<file path="config.mk">
export PLATFORM = sky130hd
export DESIGN_NAME = alu_arbiter
export DESIGN_NICKNAME = d
export VERILOG_FILES = /design/src/rtl/alu_arbiter.sv
export SDC_FILE = /design/constraint.sdc
export NUM_CORES = 1
export LEC_CHECK = 0
export BUFFER_PORTS_ARGS = -buffer_cell sky130_fd_sc_hd__buf_4
export CORE_AREA = 2 2 120 122
export DETAILED_ROUTE_END_ITERATION = 12
export DIE_AREA = 0 0 122 124
export GPL_TIMING_DRIVEN = 1
export SLEW_MARGIN = 10
export SYNTH_ARGS = -nofsm -noshare
export SYNTH_HDL_FRONTEND = slang
export SYNTH_SLANG_ARGS = --single-unit
</file>
<file path="constraint.sdc">
create_clock -name clk -period 1.38 [get_ports clk]
set_input_delay 0.069 -clock clk [delete_from_list [all_inputs] [get_ports clk]]
set_output_delay 0.069 -clock clk [all_outputs]
set_load 0.03 [all_outputs]
</file>
<file path="src/rtl/alu_arbiter.sv">
// alu_arbiter: round-robin share of one combinational ALU between two
// valid/ready requesters, 1-cycle latency into per-requester result slots.
// Ports:
//   clk, rst (sync, active-high)
//   req0_valid/ready/ctl/a/b, rsp0_valid/ready/out/z  (requester 0)
//   req1_valid/ready/ctl/a/b, rsp1_valid/ready/out/z  (requester 1)
//   alu_ctl/alu_a/alu_b to the ALU, alu_out/alu_z from the ALU
//   stat_grant0/stat_grant1/stat_conflict only when ALU_ARB_STATS_EN is defined
module alu_arbiter #(
  parameter int WIDTH = 32,
  parameter int CTL_W = 4
) (
  input  logic             clk,
  input  logic             rst,
  input  logic             req0_valid,
  output logic             req0_ready,
  input  logic [CTL_W-1:0] req0_ctl,
  input  logic [WIDTH-1:0] req0_a,
  input  logic [WIDTH-1:0] req0_b,
  output logic             rsp0_valid,
  input  logic             rsp0_ready,
  output logic [WIDTH-1:0] rsp0_out,
  output logic             rsp0_z,
  input  logic             req1_valid,
  output logic             req1_ready,
  input  logic [CTL_W-1:0] req1_ctl,
  input  logic [WIDTH-1:0] req1_a,
  input  logic [WIDTH-1:0] req1_b,
  output logic             rsp1_valid,
  input  logic             rsp1_ready,
  output logic [WIDTH-1:0] rsp1_out,
  output logic             rsp1_z,
`ifdef ALU_ARB_STATS_EN
  output logic [15:0]      stat_grant0,
  output logic [15:0]      stat_grant1,
  output logic [15:0]      stat_conflict,
`endif
  output logic [CTL_W-1:0] alu_ctl,
  output logic [WIDTH-1:0] alu_a,
  output logic [WIDTH-1:0] alu_b,
  input  logic [WIDTH-1:0] alu_out,
  input  logic             alu_z
);

  logic       last_grant;
  logic [1:0] slot_full;
  logic       elig0;
  logic       elig1;
  logic       grant0;
  logic       grant1;

  // A full slot may still accept when it is drained in the same cycle.
  assign elig0 = !rst && req0_valid && (!slot_full[0] || rsp0_ready);
  assign elig1 = !rst && req1_valid && (!slot_full[1] || rsp1_ready);

  // On conflict, the requester not granted last time wins.
  assign grant0 = elig0 && (!elig1 || last_grant);
  assign grant1 = elig1 && (!elig0 || !last_grant);

  assign req0_ready = grant0;
  assign req1_ready = grant1;

  assign rsp0_valid = slot_full[0];
  assign rsp1_valid = slot_full[1];

  always_comb begin
    alu_ctl = '0;
    alu_a   = '0;
    alu_b   = '0;
    unique case (1'b1)
      grant0: begin
        alu_ctl = req0_ctl;
        alu_a   = req0_a;
        alu_b   = req0_b;
      end
      grant1: begin
        alu_ctl = req1_ctl;
        alu_a   = req1_a;
        alu_b   = req1_b;
      end
      default: ;
    endcase
  end

  always_ff @(posedge clk) begin
    if (rst) begin
      last_grant <= 1'b1;
      slot_full  <= 2'b00;
      rsp0_out   <= '0;
      rsp0_z     <= 1'b0;
      rsp1_out   <= '0;
      rsp1_z     <= 1'b0;
    end else begin
      if (grant0) begin
        rsp0_out     <= alu_out;
        rsp0_z       <= alu_z;
        slot_full[0] <= 1'b1;
      end else if (rsp0_ready) begin
        slot_full[0] <= 1'b0;
      end
      if (grant1) begin
        rsp1_out     <= alu_out;
        rsp1_z       <= alu_z;
        slot_full[1] <= 1'b1;
      end else if (rsp1_ready) begin
        slot_full[1] <= 1'b0;
      end
      if (grant0) begin
        last_grant <= 1'b0;
      end else if (grant1) begin
        last_grant <= 1'b1;
      end
    end
  end

`ifdef ALU_ARB_STATS_EN
  // Saturating event counters.
  always_ff @(posedge clk) begin
    if (rst) begin
      stat_grant0   <= '0;
      stat_grant1   <= '0;
      stat_conflict <= '0;
    end else begin
      if (grant0 && stat_grant0 != 16'hFFFF) begin
        stat_grant0 <= stat_grant0 + 16'd1;
      end
      if (grant1 && stat_grant1 != 16'hFFFF) begin
        stat_grant1 <= stat_grant1 + 16'd1;
      end
      if (elig0 && elig1 && stat_conflict != 16'hFFFF) begin
        stat_conflict <= stat_conflict + 16'd1;
      end
    end
  end
`endif

endmodule

</file>
# == Yosys cells after proc, flatten, opt, wreduce, memory -nomap -nowiden ==
# Index checks and enable logic that the tools add are counted.
# classes
addsub,0
mux,9
n_mul,0
shift,0
order_cmp,0
bitwise,0
reduce_logical,19
n_div,0
n_eq_ne,0
# op_table
op,count
$pmux 32 s2,2
$pmux 4 s2,1
$logic_and 1x1->1,6
$logic_not 1->1,6
$mux 1,6
$reduce_bool 2->1,3
$logic_or 1x1->1,4
# word_totals
inputBits,175
romBits,0
latch_bits,0
n_memories,0
output_inout_bits,138
regBits,69
wordCells,35
ram_bits,0

# == Longest topological paths before layout ==
# logic_depth
word_depth,8
mapped_depth,5
mapped_depth_nobuf,3

# == Worst setup path before layout ==
# OpenSTA, ideal clock, no wires.
# synth_timing
path_kind,register to output
startpoint,reg slot_full[0]
endpoint,out alu_a[10]
t_required_ns,1.311
arrival_time_ns,1.939
path_slack_ns,-0.628
stages_incl_launch_ff,5
n_path_buf,1
cell_sequence,dfxtp_1 nor2b_1 o211ai_2 clkbuf_1 o32ai_1
# synth_via
elab_chain_len,7
word_cells_on_any_way,8
cone_classes,mux: 1; reduce/logical: 7
# synth_lines
element,line_no,source
from (decl),46,logic [1:0] slot_full;
from (signal assigned),88,slot_full <= 2'b00;
from (signal assigned),97,slot_full[0] <= 1'b1;
from (signal assigned),99,slot_full[0] <= 1'b0;
$logic_not 1->1 *,53,assign elig0 = !rst && req0_valid && (!slot_full[0] || rsp0_ready);
$logic_or 1x1->1 *,53,
$logic_and 1x1->1 *,53,
$logic_not 1->1,58,assign grant1 = elig1 && (!elig0 || !last_grant);
$logic_or 1x1->1,58,
$logic_and 1x1->1,58,
$pmux 32 s2 *,70,unique case (1'b1)
to (decl),39,"output logic [WIDTH-1:0] alu_a,"
# Every way passes the cells marked *; elsewhere a longest branch is shown, timed or not.

# == Worst setup path in the final report ==
# layout_timing
startpoint,reg slot_full[1]
endpoint,out alu_a[21]
# layout_via
elab_chain_len,7
word_cells_on_any_way,8
cone_classes,mux: 1; reduce/logical: 7
# layout_lines
element,line_no,source
from (signal assigned),88,
from (signal assigned),104,slot_full[1] <= 1'b1;
from (signal assigned),106,slot_full[1] <= 1'b0;
$logic_not 1->1 *,54,assign elig1 = !rst && req1_valid && (!slot_full[1] || rsp1_ready);
$logic_or 1x1->1 *,54,
$logic_and 1x1->1 *,54,
$logic_not 1->1,57,assign grant0 = elig0 && (!elig1 || last_grant);
$logic_or 1x1->1,57,
$logic_and 1x1->1,57,
$pmux 32 s2 *,70,
# Marks and branches as above.

==> impl_metrics.tcl <==
set metrics [dict create \
    status "complete, but fails checks" \
    violations "setup timing" \
    fmax_ghz 0.5677 \
    grt_pass1_vias 5088 \
    met3_usage_pct 7.463 \
    min_period_ns 1.761 \
    multi_input_area_sq_um 3691 \
    required_ns 1.31 \
    pin_count 313 \
    power_leakage_nw 4.176 \
    cts_buffers 9 \
    cts_sinks 69 \
    htreeDepth 3 \
    power.switching_mw 2.722 \
    path_class "flip-flop to output pin" \
    num_antenna_cells 0 \
    cts_tree "done" \
    arrival_ns 1.69 \
    via_per_inst 4.885 \
    fp.dieH_um 124 \
    nets 1013 \
    yosysTopAreaCell "dfxtp_1" \
    drc_errors 0 \
    ant_nets 0 \
    reg2reg_to "rsp1_out[5]$_SDFFE_PP0P_" \
    seqPwrFrac_pct 27.6 \
    syn_to_final_growth_pct 117.9 \
    syn_area_per_cell_sq_um 8.498 \
    cts_buffer_depth 2 \
    hold_start "alu_out[30]" \
    ys_top_cells_by_count "nand2b_1 (170), dfxtp_1 (69), inv_1 (68), o32ai_1 (68), mux2i_1 (66)" \
    peakVddDrop_uv 849.6 \
    setup_violations 98 \
    drt_pass1_iterations 4 \
    fill_cells 1105 \
    min_path_type "input pin to flip-flop" \
    yosys_most_used_dff "dfxtp_1" \
    synth_area_sq_um 4283 \
    port_buffers 312 \
    path_delay_family "buffers and inverters" \
    grt_use_met2_pct 43.19 \
    path_max_fanout 7 \
    ys_ff_latch 69 \
    core_area_sq_um 13720 \
    r2r-start "last_grant$_SDFFE_PP1P_" \
    rr_worst_depth 7 \
    die-area_sq_um 15130 \
    hpwl_mm 14.54 \
    rsz0062_at_grt "true" \
    synth_edf_count 0 \
    fin_ws_ns -0.3814 \
    layout.cells.non_filler 1023 \
    fin_setup_tns_ns -25.58 \
    p_per_area_nw_per_um2 863.1 \
    clkTransAtPathRegs_ns 0.06 \
    critPathCaptureType "output pin" \
    comb_power_share_pct 42.5 \
    hold_depth 3 \
    regArea_sq_um 1390 \
    drive_gt1_share_pct 55.63 \
    vias 4997 \
    final_area_sq_um 9331 \
    relSlewSlack_pct 77.65 \
    cts_root_buffer "clkbuf_16" \
    place_inst 986 \
    rows 43 \
    insertion_delay_ns 0.33 \
    grt_pass1_wl_mm 27.88 \
    synthTopCellsByArea "dfxtp_1 (32%), nand2b_1 (25%), mux2i_1 (15%), o32ai_1 (14%), inv_1 (6.0%)" \
    busiest_layer "met2" \
    post-route-period-util_pct 127.6 \
    switching_share_pct 33.79 \
    crit_chain "nor2b_4 -> o211ai_4 -> buf_8 -> buf_12 -> buf_12 -> o32ai_4 -> buf_6" \
    synth.top_cell.area_share_pct 32.25 \
    hold_violations 0 \
    start_kind "flip-flop" \
    drt-total-wl_mm 19.47 \
    grt_max_degree 52 \
    max_stage_delay_ns 0.36 \
    wl_per_cell_um 19.03 \
    holdWs_ns 0.02802 \
    antenna_found_initial 0 \
    initial_core_util_pct 31.22 \
    slew_viol_final 0 \
    whs_endpoint "rsp0_out[30]$_SDFFE_PP0N_" \
    clock-skew-final_ns 0.005597 \
    reg2reg_slack_ns -0.18 \
    place_area_sq_um 8254 \
    tightest_slew_ns 0.3353 \
    grt_overflow_total 0 \
    cap_violations 0 \
    pwr-share-clk_pct 29.9 \
    synth_most_common_cell "nand2b_1" \
    grt_use_total_pct 23.83 \
    ys_async_sr_fraction_pct 0 \
    drt_iter0_drc 201 \
    synth_nets 679 \
    synth_warnings 0 \
    crit_path_top_delay_cell "dfxtp_4" \
    die_x_um 122 \
    p_int_mw 5.332 \
    synth_cells 504 \
    seq_area_frac_synth_pct 32.25 \
    met1_usage_pct 25.73 \
    synth_cell_types 16 \
    place_congestion 0.8519 \
    crit_path_frequent_cell "buf_12" \
    worst-path-buf-inv 4 \
    utilization_pct 68.02 \
]
-- layer usage --
| layer | routed length [um] | vias up |
|---|---|---|
| met2 | 10330 | 195 |
| li1 | - | 2390 |
| met1 | 6980 | 2377 |
| met4 | 573 | 0 |
| met5 | 0 | - |
| met3 | 1581 | 35 |
-- timing repair --
action | in CTS | in global routing
gates resized for setup | 76 | 16
pin swaps | 8 | 5
buffers inserted | 12 | 1
cloned | 6 | 4
setup endpoints to repair | 94 | 135
hold buffers | 0 | 0
-- cells in the final DEF (no fill, tap or decap), drive strengths merged --
cell      netlist  layout
nor2b           2       2
bufinv          0       1
buf            17     367
o211ai          2       2
clkbuf         31      14
o21ai           1       1
o32ai          68      68
clkinvlp        0       2
nand2           2       2
clkinv          0       1
dfxtp          69      69
nand2b        170     170
inv            68      70
o211a           2       2
a211o           1       1
mux2i          66      66
nor2            3       3
a21oi           2       2
-- logic make-up after synthesis --
group,share of synthesized area (%)
and+or+nand+nor,25.56
muxes,15.42
buffers and inverters,11.25
AOI/OAI and AO/OA,15.51
DFF,32.25
-- worst min-delay path, cell delays in order --
cell and delay, ns:
buf_4 0.08, nand2b_1 0.06, mux2i_1 0.11
-- cell type report --
cell class / count / area share (%)
clock buffer: 10 / 2.682
clock inverter: 6 / 0.7241
inverter: 68 / 2.735
multi-input combinational: 319 / 39.55
sequential: 69 / 14.90
tap: 180 / 2.414
timing repair buffer: 371 / 36.99
-- state kept, by name, indices dropped and copies added, names as in the netlist --
name,cells
rsp1_z,1
slot_full,2
rsp0_out,32
last_grant,1
rsp1_out,32
rsp0_z,1
-- power groups by stage --
stage                     Sequential [mW]  Clock, mW  Combinational [mW]
after global routing                 2.24       2.55                3.59
after floorplan                      2.53          0                1.59
after global placement               2.25          0                2.98
after CTS                            2.22       2.44                3.32
after detailed placement             2.26          0                3.02
final                                2.22       2.41                3.42
-- how the worst max path moves through the flow --
stage / from / to / slack (ns) / cells after the start
2_1_floorplan: slot_full[0]$_SDFFE_PP0P_ / alu_a[10] / -0.13 / 4
4_1_cts: last_grant$_SDFFE_PP1P_ / alu_a[12] / -0.39 / 7
6_report: slot_full[1]$_SDFFE_PP0P_ / alu_a[21] / -0.38 / 7
5_1_grt: slot_full[1]$_SDFFE_PP0P_ / alu_a[21] / -0.44 / 7
3_3_place_gp: slot_full[0]$_SDFFE_PP0P_ / alu_a[23] / -0.14 / 5
3_5_place_dp: slot_full[0]$_SDFFE_PP0P_ / alu_b[3] / -0.16 / 5
-- stage by stage --
step | total power [mW] | setup WS, ns
final | 8.054 | -0.3814
after global routing | 8.383 | -0.4445
after CTS | 7.989 | -0.3863
after detailed placement | 5.281 | -0.1633
after global placement | 5.233 | -0.1424
after floorplan | 4.119 | -0.1317
Note: power is estimated with default switching activity, not from simulation.
